--- config.mk ---
export PLATFORM = sky130hd
export DESIGN_NAME = reset_sequencer
export DESIGN_NICKNAME = d
export VERILOG_FILES = /design/src/rtl/reset_sequencer.sv
export SDC_FILE = /design/constraint.sdc
export NUM_CORES = 1
export LEC_CHECK = 0
export CORE_MARGIN = 4
export CORE_UTILIZATION = 33
export CTS_CLUSTER_SIZE = 12
export DETAILED_ROUTE_END_ITERATION = 12
export PLACE_DENSITY = 0.55
export RECOVER_POWER = 25
export SLEW_MARGIN = 20
export SYNTH_ARGS = -nofsm -noshare
export SYNTH_HDL_FRONTEND = slang
export SYNTH_SLANG_ARGS = --single-unit
--- constraint.sdc ---
create_clock -name clk -period 5.7 [get_ports clk]
set_input_delay 0.855 -clock clk [delete_from_list [all_inputs] [get_ports clk]]
set_output_delay 0.855 -clock clk [all_outputs]
set_load 0.1 [all_outputs]
--- src/rtl/reset_sequencer.sv ---
// Staged reset release: synchronises the board reset, then releases each downstream
// reset in turn after a fixed delay and a per-stage ready handshake.
module reset_sequencer #(
   parameter int N_STAGES      = 4,
   parameter int RELEASE_DELAY = 16,
   parameter int ACK_TIMEOUT   = 255
) (
   input  logic                clk,
   input  logic                rst,
   input  logic                sw_rst_req,
   input  logic [N_STAGES-1:0] stage_ack,
   output logic [N_STAGES-1:0] rst_out,
   output logic                seq_done,
   output logic                timeout_err,
   output logic [3:0]          err_stage
);

   localparam int CNT_MAX = (RELEASE_DELAY > ACK_TIMEOUT) ? RELEASE_DELAY : ACK_TIMEOUT;
   localparam int CNT_W   = $clog2(CNT_MAX + 1);
   localparam int IDX_W   = (N_STAGES > 1) ? $clog2(N_STAGES) : 1;

   typedef enum logic [2:0] {
      HOLD,
      WAIT_DLY,
      WAIT_ACK,
      RUN,
      ERR,
      SHUTDOWN
   } state_t;

   logic [1:0]          rst_sync_reg;
   state_t              state_reg, state_next;
   logic [IDX_W-1:0]    idx_reg, idx_next;
   logic [CNT_W-1:0]    counter_reg, counter_next;
   logic [N_STAGES-1:0] rst_out_reg, rst_out_next;
   logic                seq_done_reg, seq_done_next;
   logic                timeout_err_reg, timeout_err_next;
   logic [3:0]          err_stage_reg, err_stage_next;
   logic [IDX_W-1:0]    hi_clear;
   logic                sw_accept;

   // Async set, release shifts a zero through both flops.
   always_ff @(posedge clk or posedge rst) begin
      if (rst) begin
         rst_sync_reg <= 2'b11;
      end else begin
         rst_sync_reg <= {rst_sync_reg[0], 1'b0};
      end
   end

   always_ff @(posedge clk or posedge rst) begin
      if (rst) begin
         state_reg       <= HOLD;
         idx_reg         <= '0;
         counter_reg     <= '0;
         rst_out_reg     <= '1;
         seq_done_reg    <= 1'b0;
         timeout_err_reg <= 1'b0;
         err_stage_reg   <= 4'd0;
      end else begin
         state_reg       <= state_next;
         idx_reg         <= idx_next;
         counter_reg     <= counter_next;
         rst_out_reg     <= rst_out_next;
         seq_done_reg    <= seq_done_next;
         timeout_err_reg <= timeout_err_next;
         err_stage_reg   <= err_stage_next;
      end
   end

   // Released stages are always a contiguous low run, so the highest cleared bit
   // is the one to re-assert next during shutdown.
   always_comb begin
      hi_clear = '0;
      for (int i = 0; i < N_STAGES; i++) begin
         if (!rst_out_reg[i]) hi_clear = IDX_W'(i);
      end
   end

   assign sw_accept = sw_rst_req &&
                      ((state_reg == WAIT_DLY) || (state_reg == WAIT_ACK) ||
                       (state_reg == RUN)      || (state_reg == ERR));

   always_comb begin
      state_next       = state_reg;
      idx_next         = idx_reg;
      counter_next     = counter_reg;
      rst_out_next     = rst_out_reg;
      seq_done_next    = seq_done_reg;
      timeout_err_next = timeout_err_reg;
      err_stage_next   = err_stage_reg;

      if (sw_accept) begin
         seq_done_next    = 1'b0;
         timeout_err_next = 1'b0;
         err_stage_next   = 4'd0;
         counter_next     = '0;
         idx_next         = '0;
         state_next       = (&rst_out_reg) ? WAIT_DLY : SHUTDOWN;
      end else begin
         case (state_reg)
            HOLD: begin
               if (rst_sync_reg[1] && !rst_sync_reg[0]) begin
                  state_next   = WAIT_DLY;
                  counter_next = '0;
               end
            end
            WAIT_DLY: begin
               if (counter_reg == CNT_W'(RELEASE_DELAY - 1)) begin
                  rst_out_next[idx_reg] = 1'b0;
                  counter_next          = '0;
                  state_next            = WAIT_ACK;
               end else begin
                  counter_next = counter_reg + CNT_W'(1);
               end
            end
            WAIT_ACK: begin
               // An ack arriving on the timeout edge still counts.
               if (stage_ack[idx_reg]) begin
                  counter_next = '0;
                  if (idx_reg == IDX_W'(N_STAGES - 1)) begin
                     state_next    = RUN;
                     seq_done_next = 1'b1;
                  end else begin
                     idx_next   = idx_reg + IDX_W'(1);
                     state_next = WAIT_DLY;
                  end
               end else if (counter_reg == CNT_W'(ACK_TIMEOUT - 1)) begin
                  timeout_err_next = 1'b1;
                  err_stage_next   = 4'(idx_reg);
                  counter_next     = '0;
                  state_next       = ERR;
               end else begin
                  counter_next = counter_reg + CNT_W'(1);
               end
            end
            RUN, ERR: begin
            end
            SHUTDOWN: begin
               rst_out_next[hi_clear] = 1'b1;
               if (hi_clear == '0) begin
                  state_next   = WAIT_DLY;
                  idx_next     = '0;
                  counter_next = '0;
               end
            end
            default: begin
               state_next = HOLD;
            end
         endcase
      end
   end

   assign rst_out     = rst_out_reg;
   assign seq_done    = seq_done_reg;
   assign timeout_err = timeout_err_reg;
   assign err_stage   = err_stage_reg;

endmodule

==> reports/metrics.yaml <==
crit_path_end_kind: "register"
numCtsBuffers: 3
worstMarginPinSlew_ps: 1030
clock_path_buffers: 2
start_util: 0.350
maxCapViolCount: 0
htree_levels: 1
io_buffers: 14
clk_latency_ps: 270
dp_slack_ps: 2490
hold_viol_final: 0
period_needed_ps: 2930
ioPinCount: 17
fin_area_um2: 1660
clk_pin_slew_ps: 80
p_total_uw: 701
ant_nets: 0
critical_path_class: "in2reg"
slew_violations: 0
holdBufCountCts: 0
post_cts_resized: 0
grt-ovfl-total: 0
crit_required_ps: 5900
remaining_drc_errors: 0
synth_cell_type_count: 48
finalCritPeriodShare: 0.514
reg2reg_from: "state_reg[1]$_DFFE_PP0P_"
clkPwrFrac: 0.144
ys_ff_latch: 23
drt-vias-per-instance: 5.49
tns_ps: 0
synth_xor_area_frac: 0
gr-usage-all-layers: 0.127
fmax_ghz: 0.341
dieArea_um2: 5490
grt_pass1_vias: 1162
critPathLaunch: "sw_rst_req"
synth-edff-count: 0
cp_max_fo: 15
setup_ws_ps: 2770
ys_warn_count: 0
grt_max_degree: 24
drive_gt1_frac: 0.115
grt_pass1_wl_um: 5410
instances_no_fill: 215
intPower_uw: 377
cp_data_arrival_time_ps: 3130
holdCritStartpoint: "rst_sync_reg[0]$_DFF_PP1_"
nets: 179
slew_headroom: 0.316
largest_register_ffs: 8
status: "finished clean"
cts_root_buf: "clkbuf_8"
synth_flop_cell: "dfrtp_1"
rsz0062_at_grt: "false"
synth-simple-area-share: 0.209
n_antenna_cell: 0
postRouteWirelength_um: 3040
die_h_um: 74.1
synthCells: 152
drtIter0Drc: 75
synth-async-reset-ratio: 1.00
grt_antenna_before_repair: 0
wl_per_cell_um: 14.1
synth_top_area_share: 0.295
postCtsSetupRepairBufs: 0
synth_area_leaders: "dfrtp_1 30%, dfstp_2 11%, ha_1 5.2%"
setup_viol: 0
syn_avg_cell_area_um2: 9.48
syn_area_um2: 1440
cts.sinks: 23
vias: 1180
place_congestion: 0.838
synthMuxAreaShare: 0.0590
p_leak_uw: 0.000650
power.net_switching_uw: 325
die_x_um: 74.1
netSwitchingFraction: 0.463
dp_cells: 211
yosys.area.top_type: "dfrtp_1"
place_area_um2: 1610
comb_power_share: 0.491
hpwl_um: 2310
seqPwrFrac: 0.364
synth_top_family_by_area: "compound AO/OA/AOI/OAI gates"
syn2layout_area_growth_pct: 14.8
dr.pass1.iters: 4
clock_skew_ps: 1.30
fp-row-count: 23
worstSetupStartpointType: "input port"
power-per-cell-area_nw_per_um2: 424
ir_drop_mv: 0.240
cts_tree: "yes"
synth-compound-area-share: 0.220
ys_seq_area_frac: 0.405
core_um2: 4120
synth_fa_ha_area_frac: 0.0521
hold_class: "reg2reg"
==> area by class of cell <==
type / count / area (um^2)
clock buffers: 4 / 45.0
fillers: 412 / 2460
inverters: 9 / 33.8
multi-input cells: 115 / 791
flip-flops and latches: 23 / 583
well taps: 50 / 62.6
repair buffers: 14 / 140
==> cell usage in the layout (no fill, tap or decap), types with 2 or more instances in the layout <==
master | netlist | routed
o21bai_1 | 2 | 2
ha_1 | 6 | 6
nor2_1 | 11 | 11
or4_1 | 2 | 2
nand2_1 | 9 | 9
a21oi_1 | 12 | 12
dfstp_2 | 6 | 6
and3_1 | 4 | 4
dfrtp_1 | 17 | 17
nand3_1 | 3 | 3
clkdlybuf4s50_1 | 0 | 13
nand4_1 | 2 | 2
nor3_1 | 4 | 4
nand2b_1 | 2 | 2
nor2b_1 | 3 | 3
o21ai_0 | 9 | 9
mux2i_1 | 4 | 4
a31oi_1 | 3 | 3
inv_1 | 9 | 9
o31ai_1 | 3 | 3
or3_1 | 3 | 3
clkbuf_8 | 0 | 3
a21o_1 | 2 | 2
a311oi_1 | 3 | 3
o21a_1 | 4 | 4
conb_1 | 1 | 3
==> kinds of logic (layout without fill, tap and decap cells) <==
logic type,after synthesis,after routing
AO/OA/AOI/OAI,46,46
buffers and inverters,16,27
adder cells (fa/ha/maj),6,6
multiplexers,7,7
other,1,3
AND/OR/NAND/NOR,53,53
flip-flops,23,23
==> final timing paths <==
check / endpoint / slack (ps) / cells past startpoint
hold reg to reg: rst_sync_reg[1]$_DFF_PP1_ / 370 / 0
setup / recovery: counter_reg[5]$_DFFE_PP0P_ / 2770 / 6
hold / removal: rst_sync_reg[1]$_DFF_PP1_ / 370 / 0
max in group asynchronous: idx_reg[0]$_DFFE_PP0P_ / 3980 / 2
setup reg to reg: counter_reg[5]$_DFFE_PP0P_ / 3340 / 5
min in group asynchronous: seq_done$_DFFE_PP0P_ / 1200 / 2
==> power by group through the flow <==
stage	Sequential (uW)	Combinational, uW	Clock [uW]
floorplan	266	268	0
global placement	256	339	0
detailed placement	257	347	0
CTS	255	348	105
global route	265	387	114
finish	255	345	101
==> synth_stat cells (2+ instances only) <==
library cell	number
a21o_1	2
a21oi_1	12
a311oi_1	3
a31oi_1	3
and3_1	4
buf_2	3
buf_4	3
dfrtp_1	17
dfstp_2	6
ha_1	6
inv_1	9
mux2i_1	4
nand2_1	9
nand2b_1	2
nand3_1	3
nand4_1	2
nor2_1	11
nor2b_1	3
nor3_1	4
o21a_1	4
o21ai_0	9
o21bai_1	2
o31ai_1	3
or3_1	3
or4_1	2
==> per-stage QoR <==
stage | hold WS (ps) | util
floorplan | 354 | -
global placement | 358 | 0.391
detailed placement | 360 | 0.391
CTS | 372 | 0.402
global route | 375 | 0.402
finish | 369 | 0.402
==> metal layers <==
metal  share of wire  vias to the layer above  track usage
met4          0.0086                        0       0.0342
met2            0.50                       25        0.207
met3           0.051                        5       0.0324
met5               0                        -            0
li1                -                      584            -
met1            0.44                      566        0.167
==> worst max-delay path, cell delays in order <==
cell and delay, ps:
clkdlybuf4s50_1 710, inv_1 140, a21oi_1 170, o221ai_1 470, or4_1 630, a21oi_1 150
Note: power is estimated with default switching activity, not from simulation.
==> patch (config.mk and constraints unchanged) <==
Set the parameter `RELEASE_DELAY` to 8 (it was 16).
--- a/src/rtl/reset_sequencer.sv
+++ b/src/rtl/reset_sequencer.sv
@@ -2,7 +2,7 @@
 // reset in turn after a fixed delay and a per-stage ready handshake.
 module reset_sequencer #(
    parameter int N_STAGES      = 4,
-   parameter int RELEASE_DELAY = 16,
+   parameter int RELEASE_DELAY = 8,
    parameter int ACK_TIMEOUT   = 255
 ) (
    input  logic                clk,
Check against the original RTL: same outputs for any inputs over 10 cycles, from zero or initial values and one cycle with rst high; that may be too few to reach the edited logic, so the function may still have changed.
==> patch against the unedited design <==
Synthesized area is 0.35% higher. Utilization barely moved. Clock skew about the same. Wire length fell by 0.33%. Register-to-register slack better by 0.07 ns. Largest cell class unchanged. Sequential power down 10%. Sequential cell count unchanged. Setup slack gained 0.10 ns. Count of clock-buffer cells in the layout shrank 1. Total power decreased by 26%. Cell area hardly changed.
==> patch: results (changes against the unedited design) <==
Finish
  • Diodes inserted: 0 (unchanged)
  • Final nets: 184 (+2.8%)
  • Fraction of layout cells with a size suffix above 1: 0.118 (+0.00250)
  • Max FFs per register: 8 (unchanged)

Detailed routing
  • DR iter-0 viols: 81 (+8.0%)
  • Drt wl/cell: 13.8 um (-2.6%)
  • Post-Route WL: 3.03 mm (-0.33%)
  • Vias per cell: 5.33 (-2.9%)
  • DR pass1 iterations: 4 (unchanged)

Worst setup path
  • Worst Reg-to-Reg Cells: 6 (+1)
  • CP peak stage delay: 1.14 ns (+0.43 ns)
  • Worst Path Arrival: 1.97 ns (-1.16 ns)
  • Crit Path Max Fanout: 5 (-10)
  • Worst path slowest cell: clkdlybuf4s50_1
  • Worst flop-to-flop path startpoint: counter_reg[0]
  • R2R Setup Slk: 3.41 ns (+0.07 ns)
  • CP top delay family: buffers and inverters
  • Reg-to-reg endpoint: counter_reg[4]

Worst hold path
  • Hold EP: rst_sync_reg[1]
  • Hold crit path type: reg2reg
  • HP Start: rst_sync_reg[0]
  • Hold Path Depth: 0 (unchanged)

Placed design
  • Placed wire-length estimate: 2.25 mm (-2.5%)
  • Inst Count DP: 216 (+2.4%)
  • Port bufs: 14 (unchanged)
  • Final GP Congestion: 0.938 (+12%)
  • Placed Area: 1610 um2 (-0.16%)
  • Dpl ws: 2.72 ns (+0.228 ns)

Global routing
  • Initial antenna violation count: 0 (unchanged)
  • Vias in the first global route: 1143 (-1.6%)
  • Gr usage total: 0.121 (-0.00619)
  • First-pass GRT wire length: 5.26 mm (-2.8%)
  • Largest net degree at the start of global routing: 24 (unchanged)

Clock tree
  • Max clock buf depth: 2 (unchanged)
  • CTS Buf Count: 3 (unchanged)
  • Resized cells post-CTS: 0 (unchanged)
  • Root Buffer: clkbuf_8
  • Setup bufs post-CTS: 0 (unchanged)
  • CTS clk-pin slew, worst paths: 0.08 ns (about the same)
  • H-tree levels: 1 (unchanged)
  • Skew-Pair Late Insertion Delay: 0.26 ns

Synth
  • Sequential area share after synthesis: 0.403 (-0.00140)
  • Top post-synthesis cells by count: nor2_1, dfrtp_1, nand2_1
  • Synth area leaders: dfrtp_1, dfstp_2, nor2_1
  • Post-Syn Area per Cell: 9.10 um2 (-4.1%)
  • Ys Warns: 0 (unchanged)
  • Cell variety after synth: 50 (+4.2%)
  • Fraction of registers with async set or reset after synthesis: 1.00 (unchanged)

Power
  • Static leakage: 0.681 nW (+4.8%)
  • Peak VDD IR: 0.0940 mV (-61%)

Outcome
  • Status: completed

Timing
  • Worst clock skew: 0.00152 ns (+0.000211 ns)
  • Rel. slew slack: 0.351 (+0.0345)
-- patch: cell types whose count changed after synthesis, sizes merged, moves of 3 or more --
cell	delta
nor2	+13
a21oi	-6
nand2	+6
a211o	+3
nand3	+3
nor4b	+3
-- patch: where the power goes --
part | internal [mW] | switching, mW | leakage (nW)
Clock | 0.0487 | 0.0518 | 0.0255
Sequential | 0.186 | 0.0423 | 0.291
Combinational | 0.0637 | 0.124 | 0.364
-- patch: through the flow --
stage               total power, mW  hold slack, ns  utilization
floorplan                     0.380           0.354            -
global placement              0.413           0.356        0.391
detailed placement            0.416           0.361        0.391
CTS                           0.519           0.373        0.402
global route                  0.554           0.377        0.402
finish                        0.516           0.370        0.402
-- patch: layout make-up --
| type | instances | area [um2] |
|---|---|---|
| Tap cell | 50 | 62.6 |
| Clock inverter | 1 | 5.00 |
| Inverter | 8 | 30.0 |
| Sequential cell | 23 | 583 |
| Multi-Input combinational cell | 121 | 792 |
| Timing Repair Buffer | 14 | 140 |
| Fill cell | 415 | 2460 |
| Clock buffer | 3 | 41.3 |
-- patch: kinds of logic after synthesis --
logic type,count (synthesis),synth area share
AOI/OAI and AO/OA,36,0.182
adders and majority gates,6,0.0519
and+or+nand+nor,66,0.231
DFF,23,0.403
muxes,6,0.0510
other,1,0.00259
xor gates and xnor gates,4,0.0242
buffers and inverters,17,0.0545
-- patch: how the worst max path moves through the flow --
stage                       startpoint           end  cells past startpoint  slack, ns
after global routing        rst_out[3]    rst_out[3]                      1       2.82
final                       rst_out[3]    rst_out[3]                      1       2.87
after detailed placement  stage_ack[3]  state_reg[2]                      6       2.72
after global placement    stage_ack[3]  state_reg[2]                      6       2.76
after floorplan           stage_ack[3]  state_reg[2]                      5       3.31
after CTS                   rst_out[3]    rst_out[3]                      1       2.85
-- patch: routing by layer --
layer	global-route usage	up-vias	share of wire
met2	0.173	25	0.43
li1	-	585	-
met1	0.179	558	0.52
met4	0.0463	0	0.013
met3	0.0216	4	0.033
met5	0	-	0
